## src/rtl/warmboot_ctrl.sv

```systemverilog
// warmboot_ctrl: sequences a warm reconfiguration request from the fabric
// user design to the configuration loader. It holds the user design in reset
// while the new bitstream loads and re-arms only after BOOT has been released.
// Optional feature: define WARMBOOT_TIMEOUT_EN to add a LOAD-state watchdog
// of TIMEOUT cycles.
module warmboot_ctrl #(
   parameter int unsigned NUM_SLOTS  = 4,
   parameter int unsigned RESET_HOLD = 16,
   parameter int unsigned TIMEOUT    = 1024
) (
   input  logic       clk,
   input  logic       RESET,
   input  logic [3:0] SLOT,
   input  logic       BOOT,
   output logic       user_reset,
   output logic       cfg_req,
   output logic [3:0] cfg_slot,
   input  logic       cfg_ack,
   input  logic       cfg_done,
   input  logic       cfg_err,
   output logic       busy,
   output logic       boot_err,
   output logic [3:0] last_slot
);

   localparam int unsigned HOLD_W = $clog2(RESET_HOLD);
   localparam logic [HOLD_W-1:0] HOLD_LOAD = HOLD_W'(RESET_HOLD - 1);

   typedef enum logic [2:0] {
      ST_POR_HOLD,
      ST_WAIT_LOW,
      ST_IDLE,
      ST_REQ,
      ST_LOAD,
      ST_HOLD
   } state_t;

   // Reject impossible configurations at elaboration time.
   if (NUM_SLOTS < 1 || NUM_SLOTS > 16 || RESET_HOLD < 2 || TIMEOUT < 1) begin : g_bad_params
      $error("warmboot_ctrl: parameter out of range");
   end

   state_t            state, state_nxt;
   logic [HOLD_W-1:0] hold_cnt, hold_nxt;
   logic [3:0]        cfg_slot_nxt, last_slot_nxt;
   logic              boot_err_nxt;
   logic              user_reset_nxt, cfg_req_nxt, busy_nxt;
   logic              slot_ok;

`ifdef WARMBOOT_TIMEOUT_EN
   localparam int unsigned TO_W = $clog2(TIMEOUT + 1);
   localparam logic [TO_W-1:0] TO_LAST = TO_W'(TIMEOUT - 1);
   logic [TO_W-1:0] wd_cnt, wd_nxt;
`endif

   assign slot_ok = ({1'b0, SLOT} < 5'(NUM_SLOTS));

   // Next-state and next-output decode; outputs are registered from state_nxt.
   always_comb begin
      // NOTE: every signal written here gets a default first so no latch is inferred.
      state_nxt     = state;
      hold_nxt      = hold_cnt;
      cfg_slot_nxt  = cfg_slot;
      last_slot_nxt = last_slot;
      boot_err_nxt  = boot_err;
`ifdef WARMBOOT_TIMEOUT_EN
      wd_nxt        = wd_cnt;
`endif
      case (state)
         ST_POR_HOLD, ST_HOLD: begin
            if (hold_cnt == '0) state_nxt = ST_WAIT_LOW;
            else                hold_nxt  = hold_cnt - HOLD_W'(1);
         end
         ST_WAIT_LOW: begin
            // A BOOT level left high from the previous request must drop first.
            if (!BOOT) state_nxt = ST_IDLE;
         end
         ST_IDLE: begin
            if (BOOT) begin
               if (slot_ok) begin
                  state_nxt     = ST_REQ;
                  cfg_slot_nxt  = SLOT;
                  last_slot_nxt = SLOT;
                  boot_err_nxt  = 1'b0;
               end else begin
                  state_nxt     = ST_WAIT_LOW;
                  boot_err_nxt  = 1'b1;
               end
            end
         end
         ST_REQ: begin
            if (cfg_ack) begin
               if (cfg_done) begin
                  // Loader accepted and finished in the same cycle.
                  state_nxt = ST_HOLD;
                  hold_nxt  = HOLD_LOAD;
                  if (cfg_err) boot_err_nxt = 1'b1;
               end else begin
                  state_nxt = ST_LOAD;
`ifdef WARMBOOT_TIMEOUT_EN
                  wd_nxt    = '0;
`endif
               end
            end
         end
         ST_LOAD: begin
            if (cfg_done) begin
               state_nxt = ST_HOLD;
               hold_nxt  = HOLD_LOAD;
               if (cfg_err) boot_err_nxt = 1'b1;
            end
`ifdef WARMBOOT_TIMEOUT_EN
            else if (wd_cnt == TO_LAST) begin
               state_nxt    = ST_HOLD;
               hold_nxt     = HOLD_LOAD;
               boot_err_nxt = 1'b1;
            end else begin
               wd_nxt = wd_cnt + TO_W'(1);
            end
`endif
         end
         default: begin
            state_nxt = ST_POR_HOLD;
            hold_nxt  = HOLD_LOAD;
         end
      endcase

      user_reset_nxt = (state_nxt == ST_POR_HOLD) || (state_nxt == ST_REQ) ||
                       (state_nxt == ST_LOAD)     || (state_nxt == ST_HOLD);
      cfg_req_nxt    = (state_nxt == ST_REQ);
      busy_nxt       = (state_nxt != ST_IDLE) && (state_nxt != ST_WAIT_LOW);
   end

   // State, counters and registered outputs; RESET wins over everything.
   always_ff @(posedge clk) begin
      // NOTE: sequential state uses non-blocking assignments only.
      if (RESET) begin
         state      <= ST_POR_HOLD;
         hold_cnt   <= HOLD_LOAD;
         user_reset <= 1'b1;
         cfg_req    <= 1'b0;
         cfg_slot   <= '0;
         busy       <= 1'b1;
         boot_err   <= 1'b0;
         last_slot  <= '0;
`ifdef WARMBOOT_TIMEOUT_EN
         wd_cnt     <= '0;
`endif
      end else begin
         state      <= state_nxt;
         hold_cnt   <= hold_nxt;
         user_reset <= user_reset_nxt;
         cfg_req    <= cfg_req_nxt;
         cfg_slot   <= cfg_slot_nxt;
         busy       <= busy_nxt;
         boot_err   <= boot_err_nxt;
         last_slot  <= last_slot_nxt;
`ifdef WARMBOOT_TIMEOUT_EN
         wd_cnt     <= wd_nxt;
`endif
      end
   end

endmodule

```

## config.mk

```make
export PLATFORM = sky130hd
export DESIGN_NAME = warmboot_ctrl
export DESIGN_NICKNAME = d
export VERILOG_FILES = /design/src/rtl/warmboot_ctrl.sv
export SDC_FILE = /design/constraint.sdc
export NUM_CORES = 1
export LEC_CHECK = 0
export CORE_ASPECT_RATIO = 1.1
export CORE_MARGIN = 2
export CORE_UTILIZATION = 42
export DETAILED_ROUTE_END_ITERATION = 8
export HOLD_SLACK_MARGIN = 0.05
export MAX_ROUTING_LAYER = met4
export PLACE_DENSITY = 0.73
export SLEW_MARGIN = 0
export SYNTH_ARGS = -nofsm -noshare
export SYNTH_HDL_FRONTEND = slang
export SYNTH_SLANG_ARGS = --single-unit
```

## constraint.sdc

```tcl
create_clock -name clk -period 1.7 [get_ports clk]
set_clock_uncertainty 0.15 [all_clocks]
set_input_delay 0.34 -clock clk [delete_from_list [all_inputs] [get_ports clk]]
set_output_delay 0.34 -clock clk [all_outputs]
set_load 0.02 [all_outputs]
```

* Word level (Yosys, flattened, before mapping)
Index checks and enable logic that the tools add are counted.
** Storage, ports and cells
- Word-level logic and storage cells :: 54
- Output and inout port bits :: 12
- Memories kept :: 0
- Input port bits :: 10
- Bits in writable memories :: 0
- Bits in registers :: 15
- Bits in latches :: 0
- Bits in read-only memories :: 0
** Operators by class
- Eq/ne operators :: 13
- Reduce and logical (&&, ||, !) cells :: 13
- Bitwise logic cells :: 1
- Magnitude comparators :: 1
- Shift-type cells :: 0
- Multiplexer cells :: 18
- $add $sub $neg :: 1
- Divide/modulo/power cells :: 0
- Multiply operators :: 0
** Operators with widths (number)
- one-hot mux 4 bit (4 select lines) :: 1
- 2-to-1 mux 3 bit :: 5
- one-hot mux 3 bit (5 select lines) :: 1
- equality test 3 bit, second input constant :: 4
- 2-to-1 mux 4 bit :: 3
- equality test 3 x 2 -> 1 bit, second input constant :: 3
- AND reduction 3 bit :: 3
- logical NOT 3 bit :: 2
- 2-to-1 mux 1 bit :: 6
- != test 2 bit, second input constant :: 3
- logical NOT 4 bit :: 1
- < comparator 4 x 3 -> 1 bit, second input constant :: 1
- OR reduction 2 bit :: 2
- subtractor 4 x 1 -> 4 bit, second input constant :: 1
- equality test 3 x 1 -> 1 bit, second input constant :: 1
- logical OR 1 bit :: 3
- != test 3 x 1 -> 1 bit, second input constant :: 1
- != test 3 x 2 -> 1 bit, second input constant :: 1
- one-hot mux 1 bit (3 select lines) :: 1
- nonzero test 3 bit :: 1
- 2-to-1 mux 2 bit :: 1
- logical AND 1 bit :: 1
- inverter 1 bit :: 1

* Logic depth before layout (Yosys ltp)
Gate-level depths: netlist of the first run.
- Depth in word-level cells :: 8
- Depth in mapped cells :: 6
- Depth with buffers taken out :: 6

* Worst setup path after synthesis of the first run
Ideal clock, no wire load.
- Kind :: register to register
- Start point :: register hold_cnt[0]
- End point :: register hold_cnt[0]
- Arrival time :: 1.536 ns
- Stages on the path, launching flop included :: 7
- Slack :: -0.109 ns
- Required time :: 1.427 ns
- Buffers on the path :: 0
- Path through :: dfxtp_1 -> inv_1 -> ha_1 -> or3b_1 -> or3_1 -> a21oi_1 -> o21ai_1
** Between the ends
- Cells in the longest elaborated chain, start to end :: 3
- Elaborated cells between the ends (all ways) :: 8
- Classes of those cells :: 1 x add/sub; 1 x eq/ne; 4 x mux; 2 x reduce/logical
** RTL lines
- start: declaration :: RTL line 44 : logic [HOLD_W-1:0] hold_cnt, hold_nxt;
- start signal: assignment :: RTL line 151 : hold_cnt <= hold_nxt;
- subtractor 4 x 1 -> 4 bit (tied with other cells) :: RTL line 72 : else hold_nxt = hold_cnt - HOLD_W'(1);
- 2-to-1 mux 4 bit (tied with other cells) :: RTL line 71 : if (hold_cnt == '0) state_nxt = ST_WAIT_LOW;
- one-hot mux 4 bit (4 select lines) or AND reduction 3 bit (tied branches)
Several ways; a longest one is shown, not always the timed one. The select of a mux whose other input is x is not followed.
A chain may end at the register's enable or synchronous reset.

* Final worst setup path of the first run
- Start point :: register hold_cnt[1]
- End point :: register hold_cnt[0]
** Between the ends
- Cells in the longest elaborated chain, start to end :: 3
** RTL lines (RTL line)
- logical NOT 4 bit :: 71
- != test 2 bit (no line)
- AND reduction 3 bit (no line)
Every way passes these cells.

==> run metrics, run 1 <==
core area roughly 1800 um^2; die width about 47 um; total track usage 0.204; Multi-input gate area roughly 500 um^2; Die Footprint roughly 2400 um^2; TritonRoute pass-1 iters 3; Antenna Nets Post-Route 0; Die H around 51 um; clock buffer depth 2; Post-Route Utilization 0.712; Initial Util 0.458; CTS Root Buffer Type clkbuf_4; dominant synthesized flop cell dfxtp_1; Synth Register Bits 15; Max IR drop VDD roughly 0.43 mV; CP max FO 3; DRT iter0 DRCs 4; antenna cells 0; Design Area, Final approximately 1300 um^2; Num CTS Buffers 3; grt total ovfl 0; Hold-fix buffers, CTS 0; drt wl/cell roughly 13 um; Final Power slightly below 0.7 mW; most frequent cells in the layout 25 x buf_4, 11 x dlygate4sd2_1, 10 x dfxtp_1; Rows 16; Critical Path Max Stage Delay around 0.41 ns; vias in the first global route approximately 860; LEAKAGE about 0.60 nW; post-synthesis to final-layout area growth 55.3%; RSZ-0062 raised after global routing true; Yosys cell types 37; hpwl dp roughly 1500 um; Bufs and invs on worst path 1; Syn Std Cell Area roughly 830 um^2; Pins Over Slew Limit 0; CTS tree yes; CP startpoint kind flip-flop; area occupied by registers 307 um^2; # port buffers 21; Post-route DRC 0; failing checks negative setup slack; post-synth net total between 90 and 100; Area after DPL between 1000 and 1500 um^2; arrival time worst endpoint between 1.5 and 2 ns; WS Path Type reg2reg; number of flops mapped to enable cells by yosys 0; Final min period between 1.5 and 2 ns; Synthesis Warnings 0; CTS Sinks 15; share of layout cells above drive strength 1 0.405; max-cap viol count 0; Top delay family on crit path simple AND/OR/NAND/NOR gates; crit-path cells inv_2 > ha_4 > or3b_4 > or3_4 > a21oi_2 > o21ai_1; Post-layout nets 143; clk_lat worst skew ~0.29 ns; post-synthesis instance total approximately 90; register area share after synthesis 0.360; final setup violating endpoints 2; initial antenna violation count 0; async set-reset flop share out of synthesis 0; fmax between 0.5 and 0.6 GHz; setup TNS -0.128 ns; Routed WL 2050 um; Cell Pwr Density between 500 and 600 nW/um^2; largest net degree at the start of global routing 10; HP Class reg2reg; Tcrit/Tclk final 1.04; Slew @ Worst Pin about 0.42 ns; status finished, violations left; slowest CP cell or3_4; Final Hold Slack approximately 0.33 ns; Final Hold Violating Endpoints 0; clock transition at the registers of the reported paths 0.10 ns; CP required approximately 1.7 ns; Slew headroom 0.715; IO Count 22; Placer Congestion about 0.86; first-pass GRT wire length 3440 um; H-tree Lvls 1; number of fill cells in the layout 147; routed vias/inst between 5 and 6; most common cell after layout, fill and taps aside buf_4; syn avg cell area between 9 and 10 um^2; Worst Setup End Kind flip-flop; final worst setup slack -0.0642 ns; via count about 830
## power by group
part,internal (mW),switching [mW]
Combinational,0.0593,0.0380
Sequential,0.358,0.00633
Clock,0.0875,0.123
Total,0.505,0.167
## worst paths after layout
kind | slack [ns] | depth (start not counted) | start | end
worst max-delay path | -0.06 | 6 | hold_cnt[1] | hold_cnt[0]
worst min-delay path | 0.33 | 1 | last_slot[2] | last_slot[2]
worst max register to register | -0.06 | 6 | hold_cnt[1] | hold_cnt[0]
worst min register to register | 0.33 | 1 | last_slot[2] | last_slot[2]
## final cells by class
class                      instances  share of cell area
clock buffer                       3              0.0174
clock inverter                     1             0.00386
inverter                           6              0.0174
multi-input combinational         59               0.388
sequential                        15               0.236
tap                               27              0.0261
timing repair buffer              47               0.311
## routing by layer
metal,track usage,wire [um],vias up
met3,0.0504,70,5
met4,0.105,41,0
li1,-,-,409
met2,0.292,965,22
met1,0.259,972,395
met5,-,0,-
## state kept, by name, indices dropped and copies added, names as in the netlist
register	cells
busy	1
last_slot	4
hold_cnt	4
boot_err	1
cfg_req	1
user_reset	1
state	3
## per-stage QoR
step           std cells  setup WS (ns)
6_report             158        -0.0642
5_1_grt              158        -0.0961
4_1_cts              156        -0.0483
3_5_place_dp         149         -0.291
3_3_place_gp         149         -0.280
2_1_floorplan         88        -0.0316
## Yosys cell counts, types with 3 or more instances
cell type / number / share of area
dfxtp_1: 15 / 0.36
a21oi_1: 7 / 0.042
inv_1: 6 / 0.027
buf_4: 5 / 0.045
nor2_1: 5 / 0.022
and2_1: 3 / 0.022
buf_6: 3 / 0.040
nand2b_1: 3 / 0.022
o21ai_0: 3 / 0.018
o31ai_1: 3 / 0.027
## what timing repair did
| item | in CTS | in global routing |
|---|---|---|
| pin swaps | 3 | 7 |
| resized for setup | 17 | 13 |
| buffers inserted | 3 | 2 |
| endpoints found under the setup margin | 16 | 12 |
## kinds of logic (layout without fill, tap and decap cells)
family,after synthesis,count (layout),share of synthesized area
AOI/OAI and AO/OA,26,26,0.237
and+or+nand+nor,29,29,0.241
adders and majority gates,1,1,0.0150
buffers and inverters,14,57,0.112
xor gates and xnor gates,1,1,0.0105
DFF,15,15,0.360
muxes,2,2,0.0240
(Power assumes the default switching activity.)
==> run 2, diff against run 1 <==
--- a/config.mk
+++ b/config.mk
@@ -9,4 +9,5 @@
 export CORE_MARGIN = 2
 export CORE_UTILIZATION = 42
+export CTS_CLUSTER_SIZE = 14
 export DETAILED_ROUTE_END_ITERATION = 8
 export HOLD_SLACK_MARGIN = 0.05
==> constraint.sdc (replaced) <==
create_clock -name clk -period 1.7 [get_ports clk]
set_clock_uncertainty 0.15 [all_clocks]
set_input_delay 0.17 -clock clk [delete_from_list [all_inputs] [get_ports clk]]
set_output_delay 0.17 -clock clk [all_outputs]
set_load 0.02 [all_outputs]
==> run metrics, run 2 (synthesis gave the netlist of run 1 again) <==
clock transition at the registers of the reported paths approximately 0.10 ns; IO Count 22; clk_lat worst skew between 0.2 and 0.3 ns; share of layout cells above drive strength 1 0.383; clock buffer depth 2; Rows 16; HP Class in2reg; Top delay family on crit path simple AND/OR/NAND/NOR gates; WS Path Type reg2reg; initial antenna violation count 0; Final min period 1.78 ns; Die Footprint about 2400 um^2; first-pass GRT wire length ~3300 um; H-tree Lvls 1; CP required ~1.7 ns; drt wl/cell between 10 and 15 um; RR Startpoint hold_cnt[1]; routed vias/inst between 5 and 6; area occupied by registers around 300 um^2; largest net degree at the start of global routing 10; Placer Congestion 0.892; Post-route DRC 0; Routed WL 2110 um; placed cell count between 100 and 150; reg-to-reg endpoint hold_cnt[0]; final worst setup slack -0.0770 ns; RSZ-0062 raised after global routing true; Worst Hold Endpoint last_slot[1]; top flop regs hold_cnt x4, last_slot x4, state x3; Cell Pwr Density between 500 and 600 nW/um^2; CTS tree yes; most frequent cells in the layout 22 x buf_4, 21 x clkdlybuf4s50_1, 10 x dfxtp_1; Max IR drop VDD between 0.4 and 0.5 mV; Post-Layout Cell Count approximately 160; Initial Util 0.458; number of fill cells in the layout between 100 and 150; flop2flop setup slack -0.08 ns; total track usage 0.192; Post-layout nets between 100 and 150; arrival time worst endpoint 1.79 ns; die width around 47 um; Num CTS Buffers 3; Slew @ Worst Pin between 0.4 and 0.5 ns; slowest CP cell or3_4; Final Hold Violating Endpoints 0; CTS Sinks 15; most common cell after layout, fill and taps aside buf_4; Place WS -0.171 ns; Die H slightly above 50 um; Worst Setup End Kind flip-flop; max-cap viol count 0; core area around 1800 um^2; CTS Root Buffer Type clkbuf_4; DRT iter0 DRCs 19; Hold-fix buffers, CTS 0; # port buffers 21; Hold Path Origin SLOT[1]; antenna cells 0; failing checks negative setup slack; vias in the first global route 794; status finished, violations left; FF-to-FF path depth 6; Final Hold Slack 0.339 ns; CP max FO 3; CP startpoint kind flip-flop; Min-Delay Path Depth 3; Antenna Nets Post-Route 0; final setup violating endpoints 2; fmax around 0.56 GHz; hpwl dp ~1600 um; LEAKAGE between 0.5 and 0.6 nW; crit path launch hold_cnt[1]; Final Power 0.669 mW; Tcrit/Tclk final 1.05; via count between 800 and 900; Multi-input gate area approximately 510 um^2; crit-path cells inv_2 > ha_4 > or3b_4 > or3_4 > a21oi_2 > o21ai_1; grt total ovfl 0; Slew headroom 0.680; Critical Path Max Stage Delay just over 0.4 ns; post-synthesis to final-layout area growth 53.8%; Bufs and invs on worst path 1; Pins Over Slew Limit 0; TritonRoute pass-1 iters 4
[run 2: cell count changes in the layout (fill, tap and decap cells not counted), sizes merged]
cell	before	now
clkdlybuf4s50	7	21
dlygate4sd2	11	0
buf	26	23
dlymetal6s2s	3	0
[run 2: worst max-delay path by stage]
stage / end / depth (start not counted)
floorplan: hold_cnt[0] / 6
detailed placement: busy / 7
global route: hold_cnt[0] / 6
finish: hold_cnt[0] / 6
global placement: user_reset / 7
CTS: hold_cnt[0] / 6
[run 2: routing by layer]
| layer | GRT usage | vias up | routed length (um) |
|---|---|---|---|
| met5 | - | - | 0 |
| met4 | 0.0619 | 0 | 7 |
| met3 | 0.0360 | 2 | 102 |
| met2 | 0.308 | 27 | 1070 |
| met1 | 0.238 | 386 | 923 |
| li1 | - | 405 | - |
[run 2: timing repair]
item                                    CTS  global route
buffers inserted                          3             1
gates resized for setup                   9             7
gates cloned                              0             0
endpoints found under the setup margin    6             6
pin swaps                                 4             7
[run 2: final cells by class]
type | count | share of cell area
flip-flops and latches | 15 | 0.239
clock inverters | 1 | 0.00390
clock buffers | 3 | 0.0175
multi-input cells | 59 | 0.395
well taps | 27 | 0.0263
repair buffers | 44 | 0.301
inverters | 6 | 0.0175
[run 2: power by group]
group	internal, mW	switching (mW)
logic	0.0573	0.0383
registers	0.358	0.00598
clock network	0.0873	0.121
total	0.503	0.166
[run 2: worst min-delay path, stage by stage]
cell and delay (ns):
clkdlybuf4s50_1 0.39, mux2i_1 0.13, nor2_1 0.05
[run 2: per-stage QoR]
stage	utilization	area, um^2	TNS [ns]
2_1_floorplan	-	850	-0.0579
3_3_place_gp	0.639	1160	-0.570
3_5_place_dp	0.639	1160	-0.986
4_1_cts	0.685	1250	-0.101
5_1_grt	0.705	1280	-0.330
6_report	0.705	1280	-0.152
